===== config.mk =====
export PLATFORM = sky130hd
export DESIGN_NAME = edge_adder_cfg_sequencer_flat
export DESIGN_NICKNAME = d
export VERILOG_FILES = /design/src/rtl/edge_adder_cfg_sequencer_pkg.sv /design/src/rtl/edge_adder_cfg_sequencer_if.sv /design/src/rtl/edge_adder_cfg_sequencer_ram.sv /design/src/rtl/edge_adder_cfg_sequencer.sv /design/src/flat_wrapper.sv
export SDC_FILE = /design/constraint.sdc
export NUM_CORES = 1
export LEC_CHECK = 0
export BUFFER_PORTS_ARGS = -buffer_cell sky130_fd_sc_hd__buf_4
export CELL_PAD_IN_SITES_DETAIL_PLACEMENT = 2
export CELL_PAD_IN_SITES_GLOBAL_PLACEMENT = 2
export CORE_MARGIN = 4
export CORE_UTILIZATION = 42
export CTS_BUF_LIST = sky130_fd_sc_hd__clkbuf_16
export CTS_CLUSTER_DIAMETER = 60
export CTS_CLUSTER_SIZE = 16
export DETAILED_ROUTE_END_ITERATION = 8
export PLACE_DENSITY = 0.85
export SETUP_SLACK_MARGIN = 0.02
export SKIP_LAST_GASP = 1
export SLEW_MARGIN = 20
export SYNTH_ARGS = -nofsm -noshare
export SYNTH_HDL_FRONTEND = slang
export SYNTH_SLANG_ARGS = --single-unit

===== constraint.sdc =====
create_clock -name clk -period 5.4 [get_ports clk]
set_input_delay 1.08 -clock clk [delete_from_list [all_inputs] [get_ports clk]]
set_output_delay 1.08 -clock clk [all_outputs]
set_load 0.005 [all_outputs]

===== src/rtl/edge_adder_cfg_sequencer_pkg.sv =====
// Shared constants, state encoding and command codes for the edge adder
// configuration sequencer.
package edge_seq_pkg;

    localparam int unsigned NUM_SW    = 8;
    localparam int unsigned SEL_IN    = 2;
    localparam int unsigned CFG_DEPTH = 16;
    localparam int unsigned ADDR_W    = 4;
    localparam int unsigned CNT_W     = 8;

    // Per-switch field {add_en, cmd[2:0], sel[SEL_IN-1:0]}, sel in the LSBs.
    localparam int unsigned SW_W       = 4 + SEL_IN;
    localparam int unsigned SEL_OFF    = 0;
    localparam int unsigned CMD_OFF    = SEL_IN;
    localparam int unsigned ADD_EN_OFF = SEL_IN + 3;

    // Entry layout: switch fields in the low bits, beat count in the MSBs.
    localparam int unsigned SWF_W   = NUM_SW * SW_W;
    localparam int unsigned ENTRY_W = SWF_W + CNT_W;
    localparam int unsigned CNT_MSB = ENTRY_W - 1;

    localparam logic [ADDR_W:0] DEPTH_N = (ADDR_W + 1)'(CFG_DEPTH);

    typedef enum logic [2:0] {
        S_IDLE,
        S_LOAD,
        S_RUN,
        S_DRAIN,
        S_DONE
    } state_e;

    localparam logic [2:0] CMD_NA    = 3'b000;
    localparam logic [2:0] CMD_ADD   = 3'b010;
    localparam logic [2:0] CMD_VN_L  = 3'b011;
    localparam logic [2:0] CMD_VN_R  = 3'b100;
    localparam logic [2:0] CMD_VN_LR = 3'b101;

    // Only the virtual-neuron commands present data to the switch.
    function automatic logic cmd_is_vn(input logic [2:0] c);
        return (c == CMD_VN_L) || (c == CMD_VN_R) || (c == CMD_VN_LR);
    endfunction

endpackage


===== src/rtl/edge_adder_cfg_sequencer_if.sv =====
// Controller-side bus of the sequencer: config write port, start/stall
// controls, status and the per-switch drive signals.
interface edge_adder_cfg_sequencer_if;
    import edge_seq_pkg::*;

    logic                       i_cfg_we;
    logic [ADDR_W-1:0]          i_cfg_addr;
    logic [ENTRY_W-1:0]         i_cfg_data;
    logic                       i_start;
    logic [ADDR_W:0]            i_num_entries;
    logic                       i_stall;
    logic                       o_busy;
    logic                       o_done;
    logic                       o_cfg_err;
    logic [NUM_SW-1:0]          o_sw_valid;
    logic [NUM_SW-1:0]          o_sw_add_en;
    logic [3*NUM_SW-1:0]        o_sw_cmd;
    logic [SEL_IN*NUM_SW-1:0]   o_sw_sel;
    logic [15:0]                o_beat_cnt;

    modport master (
        output i_cfg_we, i_cfg_addr, i_cfg_data, i_start, i_num_entries, i_stall,
        input  o_busy, o_done, o_cfg_err, o_sw_valid, o_sw_add_en, o_sw_cmd,
               o_sw_sel, o_beat_cnt
    );

    modport slave (
        input  i_cfg_we, i_cfg_addr, i_cfg_data, i_start, i_num_entries, i_stall,
        output o_busy, o_done, o_cfg_err, o_sw_valid, o_sw_add_en, o_sw_cmd,
               o_sw_sel, o_beat_cnt
    );

endinterface


===== src/rtl/edge_adder_cfg_sequencer_ram.sv =====
// Schedule storage: one write port, one registered read port. A read that
// hits the address being written in the same cycle returns the new data.
module edge_cfg_ram
    import edge_seq_pkg::*;
(
    input  logic               clk,
    input  logic               we_i,
    input  logic [ADDR_W-1:0]  waddr_i,
    input  logic [ENTRY_W-1:0] wdata_i,
    input  logic               re_i,
    input  logic [ADDR_W-1:0]  raddr_i,
    output logic [ENTRY_W-1:0] rdata_o
);

    logic [ENTRY_W-1:0] mem_q [CFG_DEPTH];
    logic [ENTRY_W-1:0] rdata_q;

    // Storage write.
    always_ff @(posedge clk) begin
        if (we_i) begin
            mem_q[waddr_i] <= wdata_i;
        end
    end

    // Registered read with write-to-read forwarding.
    always_ff @(posedge clk) begin
        if (re_i) begin
            rdata_q <= (we_i && (waddr_i == raddr_i)) ? wdata_i : mem_q[raddr_i];
        end
    end

    assign rdata_o = rdata_q;

endmodule


===== src/rtl/edge_adder_cfg_sequencer.sv =====
// Replays the stored schedule of switch configurations, issuing beats with
// valid/add_en in the beat cycle and cmd/sel one cycle later.
module edge_adder_cfg_sequencer
    import edge_seq_pkg::*;
(
    input logic                       clk,
    input logic                       rst,
    edge_adder_cfg_sequencer_if.slave bus
);

    state_e                    state_q, state_d;
    logic [ADDR_W-1:0]         ptr_q, ptr_d, last_q, last_d;
    logic [CNT_W-1:0]          left_q, left_d;
    logic [SWF_W-1:0]          work_q, work_d;
    logic                      issue, zero_done, start_run, rd_en, wr_ok;
    logic [ENTRY_W-1:0]        rd_data;
    logic [CNT_W-1:0]          rd_cnt;
    logic [NUM_SW-1:0]         vn_mask, add_mask;
    logic [3*NUM_SW-1:0]       cmd_w;
    logic [SEL_IN*NUM_SW-1:0]  sel_w;

    logic                      busy_q, done_q, err_q, beat_q;
    logic [NUM_SW-1:0]         valid_q, add_en_q;
    logic [3*NUM_SW-1:0]       cmd_q;
    logic [SEL_IN*NUM_SW-1:0]  sel_q;
    logic [15:0]               cnt_q;

    assign wr_ok  = bus.i_cfg_we && (state_q == S_IDLE);
    assign rd_en  = (state_d == S_LOAD);
    assign rd_cnt = rd_data[CNT_MSB -: CNT_W];

    // The read is launched on the edge entering LOAD, so LOAD sees entry[ptr].
    edge_cfg_ram u_ram (
        .clk     (clk),
        .we_i    (wr_ok),
        .waddr_i (bus.i_cfg_addr),
        .wdata_i (bus.i_cfg_data),
        .re_i    (rd_en),
        .raddr_i (ptr_d),
        .rdata_o (rd_data)
    );

    // Next-state logic: schedule walk and beat issue decision.
    always_comb begin
        state_d   = state_q;
        ptr_d     = ptr_q;
        last_d    = last_q;
        left_d    = left_q;
        work_d    = work_q;
        issue     = 1'b0;
        zero_done = 1'b0;
        start_run = 1'b0;
        case (state_q)
            S_IDLE: begin
                if (bus.i_start) begin
                    if (bus.i_num_entries == '0) begin
                        zero_done = 1'b1;
                    end else begin
                        start_run = 1'b1;
                        state_d   = S_LOAD;
                        ptr_d     = '0;
                        last_d    = (bus.i_num_entries > DEPTH_N) ? ADDR_W'(CFG_DEPTH - 1)
                                                                  : ADDR_W'(bus.i_num_entries - 1'b1);
                    end
                end
            end
            S_LOAD: begin
                work_d = rd_data[SWF_W-1:0];
                left_d = rd_cnt;
                if (rd_cnt != '0) begin
                    state_d = S_RUN;
                end else if (ptr_q == last_q) begin
                    state_d = S_DRAIN;
                end else begin
                    ptr_d   = ptr_q + 1'b1;
                    state_d = S_LOAD;
                end
            end
            S_RUN: begin
                if (!bus.i_stall) begin
                    issue  = 1'b1;
                    left_d = left_q - 1'b1;
                    if (left_q == CNT_W'(1)) begin
                        if (ptr_q == last_q) begin
                            state_d = S_DRAIN;
                        end else begin
                            ptr_d   = ptr_q + 1'b1;
                            state_d = S_LOAD;
                        end
                    end
                end
            end
            S_DRAIN: state_d = S_DONE;
            S_DONE:  state_d = S_IDLE;
            default: state_d = S_IDLE;
        endcase
    end

    // Unpack the working entry into per-switch drive vectors.
    always_comb begin
        vn_mask  = '0;
        add_mask = '0;
        cmd_w    = '0;
        sel_w    = '0;
        for (int unsigned k = 0; k < NUM_SW; k++) begin
            cmd_w[k*3 +: 3]           = work_q[k*SW_W + CMD_OFF +: 3];
            sel_w[k*SEL_IN +: SEL_IN] = work_q[k*SW_W + SEL_OFF +: SEL_IN];
            add_mask[k]               = work_q[k*SW_W + ADD_EN_OFF];
            vn_mask[k]                = cmd_is_vn(work_q[k*SW_W + CMD_OFF +: 3]);
        end
    end

    // Sequencer state registers.
    always_ff @(posedge clk or negedge rst) begin
        if (!rst) begin
            state_q <= S_IDLE;
            ptr_q   <= '0;
            last_q  <= '0;
            left_q  <= '0;
            work_q  <= '0;
        end else begin
            state_q <= state_d;
            ptr_q   <= ptr_d;
            last_q  <= last_d;
            left_q  <= left_d;
            work_q  <= work_d;
        end
    end

    // Output registers; cmd/sel trail the beat by one cycle and clear after DONE.
    always_ff @(posedge clk or negedge rst) begin
        if (!rst) begin
            busy_q   <= 1'b0;
            done_q   <= 1'b0;
            err_q    <= 1'b0;
            beat_q   <= 1'b0;
            valid_q  <= '0;
            add_en_q <= '0;
            cmd_q    <= '0;
            sel_q    <= '0;
            cnt_q    <= '0;
        end else begin
            busy_q   <= (state_d != S_IDLE);
            done_q   <= zero_done || (state_q == S_DONE);
            err_q    <= bus.i_cfg_we && (state_q != S_IDLE);
            beat_q   <= issue;
            valid_q  <= issue ? vn_mask : '0;
            add_en_q <= issue ? add_mask : '0;
            if (state_q == S_DONE) begin
                cmd_q <= '0;
                sel_q <= '0;
            end else if (beat_q) begin
                cmd_q <= cmd_w;
                sel_q <= sel_w;
            end
            if (start_run) begin
                cnt_q <= '0;
            end else if (issue && (cnt_q != '1)) begin
                cnt_q <= cnt_q + 1'b1;
            end
        end
    end

    assign bus.o_busy      = busy_q;
    assign bus.o_done      = done_q;
    assign bus.o_cfg_err   = err_q;
    assign bus.o_sw_valid  = valid_q;
    assign bus.o_sw_add_en = add_en_q;
    assign bus.o_sw_cmd    = cmd_q;
    assign bus.o_sw_sel    = sel_q;
    assign bus.o_beat_cnt  = cnt_q;

endmodule


===== src/flat_wrapper.sv =====
// flat-port wrapper written by rule: the top's interface ports become plain ports
module edge_adder_cfg_sequencer_flat import edge_seq_pkg::*;
  (clk, rst, bus_i_cfg_we, bus_i_cfg_addr, bus_i_cfg_data, bus_i_start, bus_i_num_entries, bus_i_stall, bus_o_busy, bus_o_done, bus_o_cfg_err, bus_o_sw_valid, bus_o_sw_add_en, bus_o_sw_cmd, bus_o_sw_sel, bus_o_beat_cnt);
  edge_adder_cfg_sequencer_if bus_i ();
  input logic clk;
  input logic rst;
  input wire logic [$bits(bus_i.i_cfg_we)-1:0] bus_i_cfg_we;
  input wire logic [$bits(bus_i.i_cfg_addr)-1:0] bus_i_cfg_addr;
  input wire logic [$bits(bus_i.i_cfg_data)-1:0] bus_i_cfg_data;
  input wire logic [$bits(bus_i.i_start)-1:0] bus_i_start;
  input wire logic [$bits(bus_i.i_num_entries)-1:0] bus_i_num_entries;
  input wire logic [$bits(bus_i.i_stall)-1:0] bus_i_stall;
  output wire logic [$bits(bus_i.o_busy)-1:0] bus_o_busy;
  output wire logic [$bits(bus_i.o_done)-1:0] bus_o_done;
  output wire logic [$bits(bus_i.o_cfg_err)-1:0] bus_o_cfg_err;
  output wire logic [$bits(bus_i.o_sw_valid)-1:0] bus_o_sw_valid;
  output wire logic [$bits(bus_i.o_sw_add_en)-1:0] bus_o_sw_add_en;
  output wire logic [$bits(bus_i.o_sw_cmd)-1:0] bus_o_sw_cmd;
  output wire logic [$bits(bus_i.o_sw_sel)-1:0] bus_o_sw_sel;
  output wire logic [$bits(bus_i.o_beat_cnt)-1:0] bus_o_beat_cnt;
  assign bus_i.i_cfg_we = bus_i_cfg_we;
  assign bus_i.i_cfg_addr = bus_i_cfg_addr;
  assign bus_i.i_cfg_data = bus_i_cfg_data;
  assign bus_i.i_start = bus_i_start;
  assign bus_i.i_num_entries = bus_i_num_entries;
  assign bus_i.i_stall = bus_i_stall;
  assign bus_o_busy = bus_i.o_busy;
  assign bus_o_done = bus_i.o_done;
  assign bus_o_cfg_err = bus_i.o_cfg_err;
  assign bus_o_sw_valid = bus_i.o_sw_valid;
  assign bus_o_sw_add_en = bus_i.o_sw_add_en;
  assign bus_o_sw_cmd = bus_i.o_sw_cmd;
  assign bus_o_sw_sel = bus_i.o_sw_sel;
  assign bus_o_beat_cnt = bus_i.o_beat_cnt;
  edge_adder_cfg_sequencer u_core (.clk(clk), .rst(rst), .bus(bus_i));
endmodule

==> results.toml <==
[status]
run_status = "finished, final reports clean"

[global_routing]
use_met2_pct = 50.3
globalRouteOverflowTotal = 0
grt_max_degree = 136
use_met3_pct = 5.49
gr-usage-all-layers_pct = 29.6
grt_pass1_vias = 30100
number_of_antenna_violations_at_the_first_check_in_global_routing = 17
met1_usage_pct = 37.4
grt_pass1_wl_um = 230000
busiest_layer = "met2"

[critical_path]
worst-path-max-fanout = 16
crit_type = "flop to flop"
worst_setup_path_start_kind = "flop"
crit_path_cell_trace = "nor4_1 > nand3_2 > and4_1 > a211oi_4 > inv_2 > nand3_2 > buf_4 > o22ai_1 > nor4_1 > a21oi_1"
cp_num_buf_inv = 2
worst-endpoint-arrival_ps = 5230
worstSetupEndpointType = "flop"
slowest_delay_ps = 780
critical_path_required_ps = 5820
rrSetupSlack_ps = 590
critical_path.top_delay_family = "simple AND/OR/NAND/NOR gates"
crit_slowest_cell = "sky130_fd_sc_hd__nor4_1"

[floorplanning]
die_outline_area_sq_um = 107000
placementRows = 116
die_w_um = 327
core-area_sq_um = 101000
initial_utilization_pct = 42.6
die_y_um = 327
ioPinCount = 145

[hold_path]
worstHoldPathType = "input port to async pin"

[logic_synthesis]
synth_top_flop_cell = "sky130_fd_sc_hd__edfxtp_1"
postSynthNetCount = 2809
synth-seq-cells = 1095
number_of_instances_in_the_synthesized_netlist = 2733
postSynth.asyncResetShare_pct = 13.1
yosysWarnings = 0
synthesis.area_per_instance_sq_um = 15.7
seq_area_frac_synth_pct = 75.1
synth_area_sq_um = 42800
synth.distinct_cells = 60
number_of_flops_mapped_to_enable_cells_by_yosys = 952

[clocking]
cts.htree.levels = 3
numCtsBuffers = 93
cts.clk_slew.worst_paths_ps = 80
post_cts.resized_instances = 0
clockBufferDepth = 3
holdBufCountCts = 0
tritoncts = "done"
buffers_inserted_during_post_cts_setup_optimization = 0
later_pin_clock_latency_in_the_skew_report_ps = 700
cts.sinks = 1095
root_cell_of_the_clock_tree = "sky130_fd_sc_hd__clkbuf_16"

[final_layout]
fill_cells = 9235
finalNetCount = 2951
post_route_cells_drive_above_1_share_pct = 13.9
area_growth_syn_to_layout_pct = 14.5

[placed_design]
dp_hpwl_um = 84300
gpl.final_weighted_congestion = 0.784
io_buffers = 144
pre_cts_slack_ps = 488

[sta]
hold_ws_ps = 391
timing.clock.skew_ps = 32.8
finalMaxSlewViolations = 0
finalWorstSetupSlack_ps = 587
layout_worst_path_cycle_share_pct = 89.1
timing.max_slew.rel_slack_pct = 16.8
rsz0062_at_grt = "false"
setup_total_negative_slack_ps = 0
timing.fmax_ghz = 0.208
time_the_final_worst_path_needs_with_i_o_delays_and_setup_ps = 4810
setup_viols_final = 0
worst_slew_pin_slew_ps = 1250
final-hold-violation-count = 0

[power]
ir_drop_mv = 0.350
total_leakage_power_nw = 18.9
pwr_density_cell_nw_per_um2 = 456

[routing]
detail_route.wl_per_cell_um = 37.2
detailroute.via_count = 27700
detail_route.wirelength_um = 161000
drt_first_iter_violations = 3434
post-route-drc-count = 0
drt_pre_antenna_iters = 5
antenna_violating_nets_remaining = 0
viasPerCell = 6.41

[flow_run]
cap_violations = 0
synth_stat cells, drive strengths merged, types with 57 or more instances:
master  instances  area (sq um)
edfxtp        952         28600
mux2i         371          3710
nand2         296          1110
o22ai         166          1040
nor2          147           552
dfrtp         143          3580
clkbuf        101           379
a21oi          76           380
buf            65           320
a211oi         62           478
and4           62           543
nor4           57           372
layout make-up:
class                   count  area [sq um]  area share (%)
diodes                      9          22.5          0.0459
clock buffers              99          2480            5.05
clock inverters            75           604            1.23
inverters                  18          73.8           0.151
multi-input cells        1454         10000            20.5
flip-flops and latches   1095         32200            65.6
well taps                1357          1700            3.46
repair buffers            213          1940            3.96
routing by layer:
| layer | routed length (um) | part of all wire, % |
|---|---|---|
| met5 | 81 | 0.050 |
| met3 | 12900 | 8.0 |
| met1 | 61500 | 38 |
| met4 | 5970 | 3.7 |
| met2 | 80400 | 50 |
registers in the layout, summed over array words and instances, names as in the netlist:
signal	cells
u_core.u_ram.mem_q	896
u_core.last_q	4
u_core.bus.o_done	1
u_core.left_q	8
u_core.bus.o_sw_cmd	24
u_core.beat_q	1
u_core.bus.o_beat_cnt	16
u_core.bus.o_cfg_err	1
u_core.work_q	48
u_core.state_q	3
u_core.bus.o_sw_sel	16
u_core.bus.o_sw_valid	8
u_core.u_ram.rdata_o	56
u_core.bus.o_busy	1
u_core.ptr_q	4
u_core.bus.o_sw_add_en	8
metrics by stage:
stage	power (mW)	utilization [%]	instance area, sq um	instances
after floorplan	12.9	-	42800	2733
after global placement	14.7	45.6	45900	4136
after detailed placement	15.2	45.6	45900	4136
after CTS	22.4	48.7	49000	4310
after global routing	23.1	48.7	49000	4317
final	22.4	48.7	49000	4320
logic make-up (layout without fill, tap and decap cells):
logic type      after synthesis  count (layout)  synth area share (%)
compound gates              412             412                  6.43
simple gates                637             637                  7.15
xor+xnor                     19              19                 0.389
other cells                   0               9                     0
mux                         380             380                  8.91
fa+ha+maj                     6               6                 0.175
flops                      1095            1095                  75.1
buf+inv                     184             405                  1.79
final timing paths:
check / start / depth (start not counted) / end
max: u_core.u_ram.rdata_o[49] / 10 / u_core.u_ram.rdata_o[9]
min: rst / 1 / u_core.state_q[1]
max reg2reg: u_core.u_ram.rdata_o[49] / 10 / u_core.u_ram.rdata_o[9]
min reg2reg: u_core.u_ram.rdata_o[25] / 2 / u_core.work_q[25]
max in group asynchronous: rst / 2 / u_core.beat_q
min in group clk: u_core.u_ram.rdata_o[25] / 2 / u_core.work_q[25]
layout by cell type (no fill, tap or decap), types with 7 or more instances in the layout:
cell type and n:
sky130_fd_sc_hd__a311oi_1 54, sky130_fd_sc_hd__inv_6 10, sky130_fd_sc_hd__nand3_1 10, sky130_fd_sc_hd__nand2_1 294
sky130_fd_sc_hd__mux2_2 9, sky130_fd_sc_hd__nor3_2 7, sky130_fd_sc_hd__a21oi_1 76, sky130_fd_sc_hd__dfrtp_1 142
sky130_fd_sc_hd__diode_2 9, sky130_fd_sc_hd__clkbuf_16 99, sky130_fd_sc_hd__a211oi_1 61, sky130_fd_sc_hd__o21ai_0 20
sky130_fd_sc_hd__buf_12 26, sky130_fd_sc_hd__o22ai_1 166, sky130_fd_sc_hd__inv_1 43, sky130_fd_sc_hd__edfxtp_1 952
sky130_fd_sc_hd__and4_1 62, sky130_fd_sc_hd__xnor2_1 11, sky130_fd_sc_hd__nor2_1 135, sky130_fd_sc_hd__nor4_1 56
sky130_fd_sc_hd__xor2_1 8, sky130_fd_sc_hd__mux2i_1 371, sky130_fd_sc_hd__clkinv_2 8, sky130_fd_sc_hd__nand4_1 11
sky130_fd_sc_hd__nand3_2 9, sky130_fd_sc_hd__buf_4 183, sky130_fd_sc_hd__and2_1 10, sky130_fd_sc_hd__nor2_4 12
where the power goes:
group	switching, mW	leakage [nW]	internal, mW
Sequential	0.592	10.4	10.1
Clock	3.45	1.62	3.67
Combinational	3.08	6.86	1.45
Power figures use the tool's default switching activity.
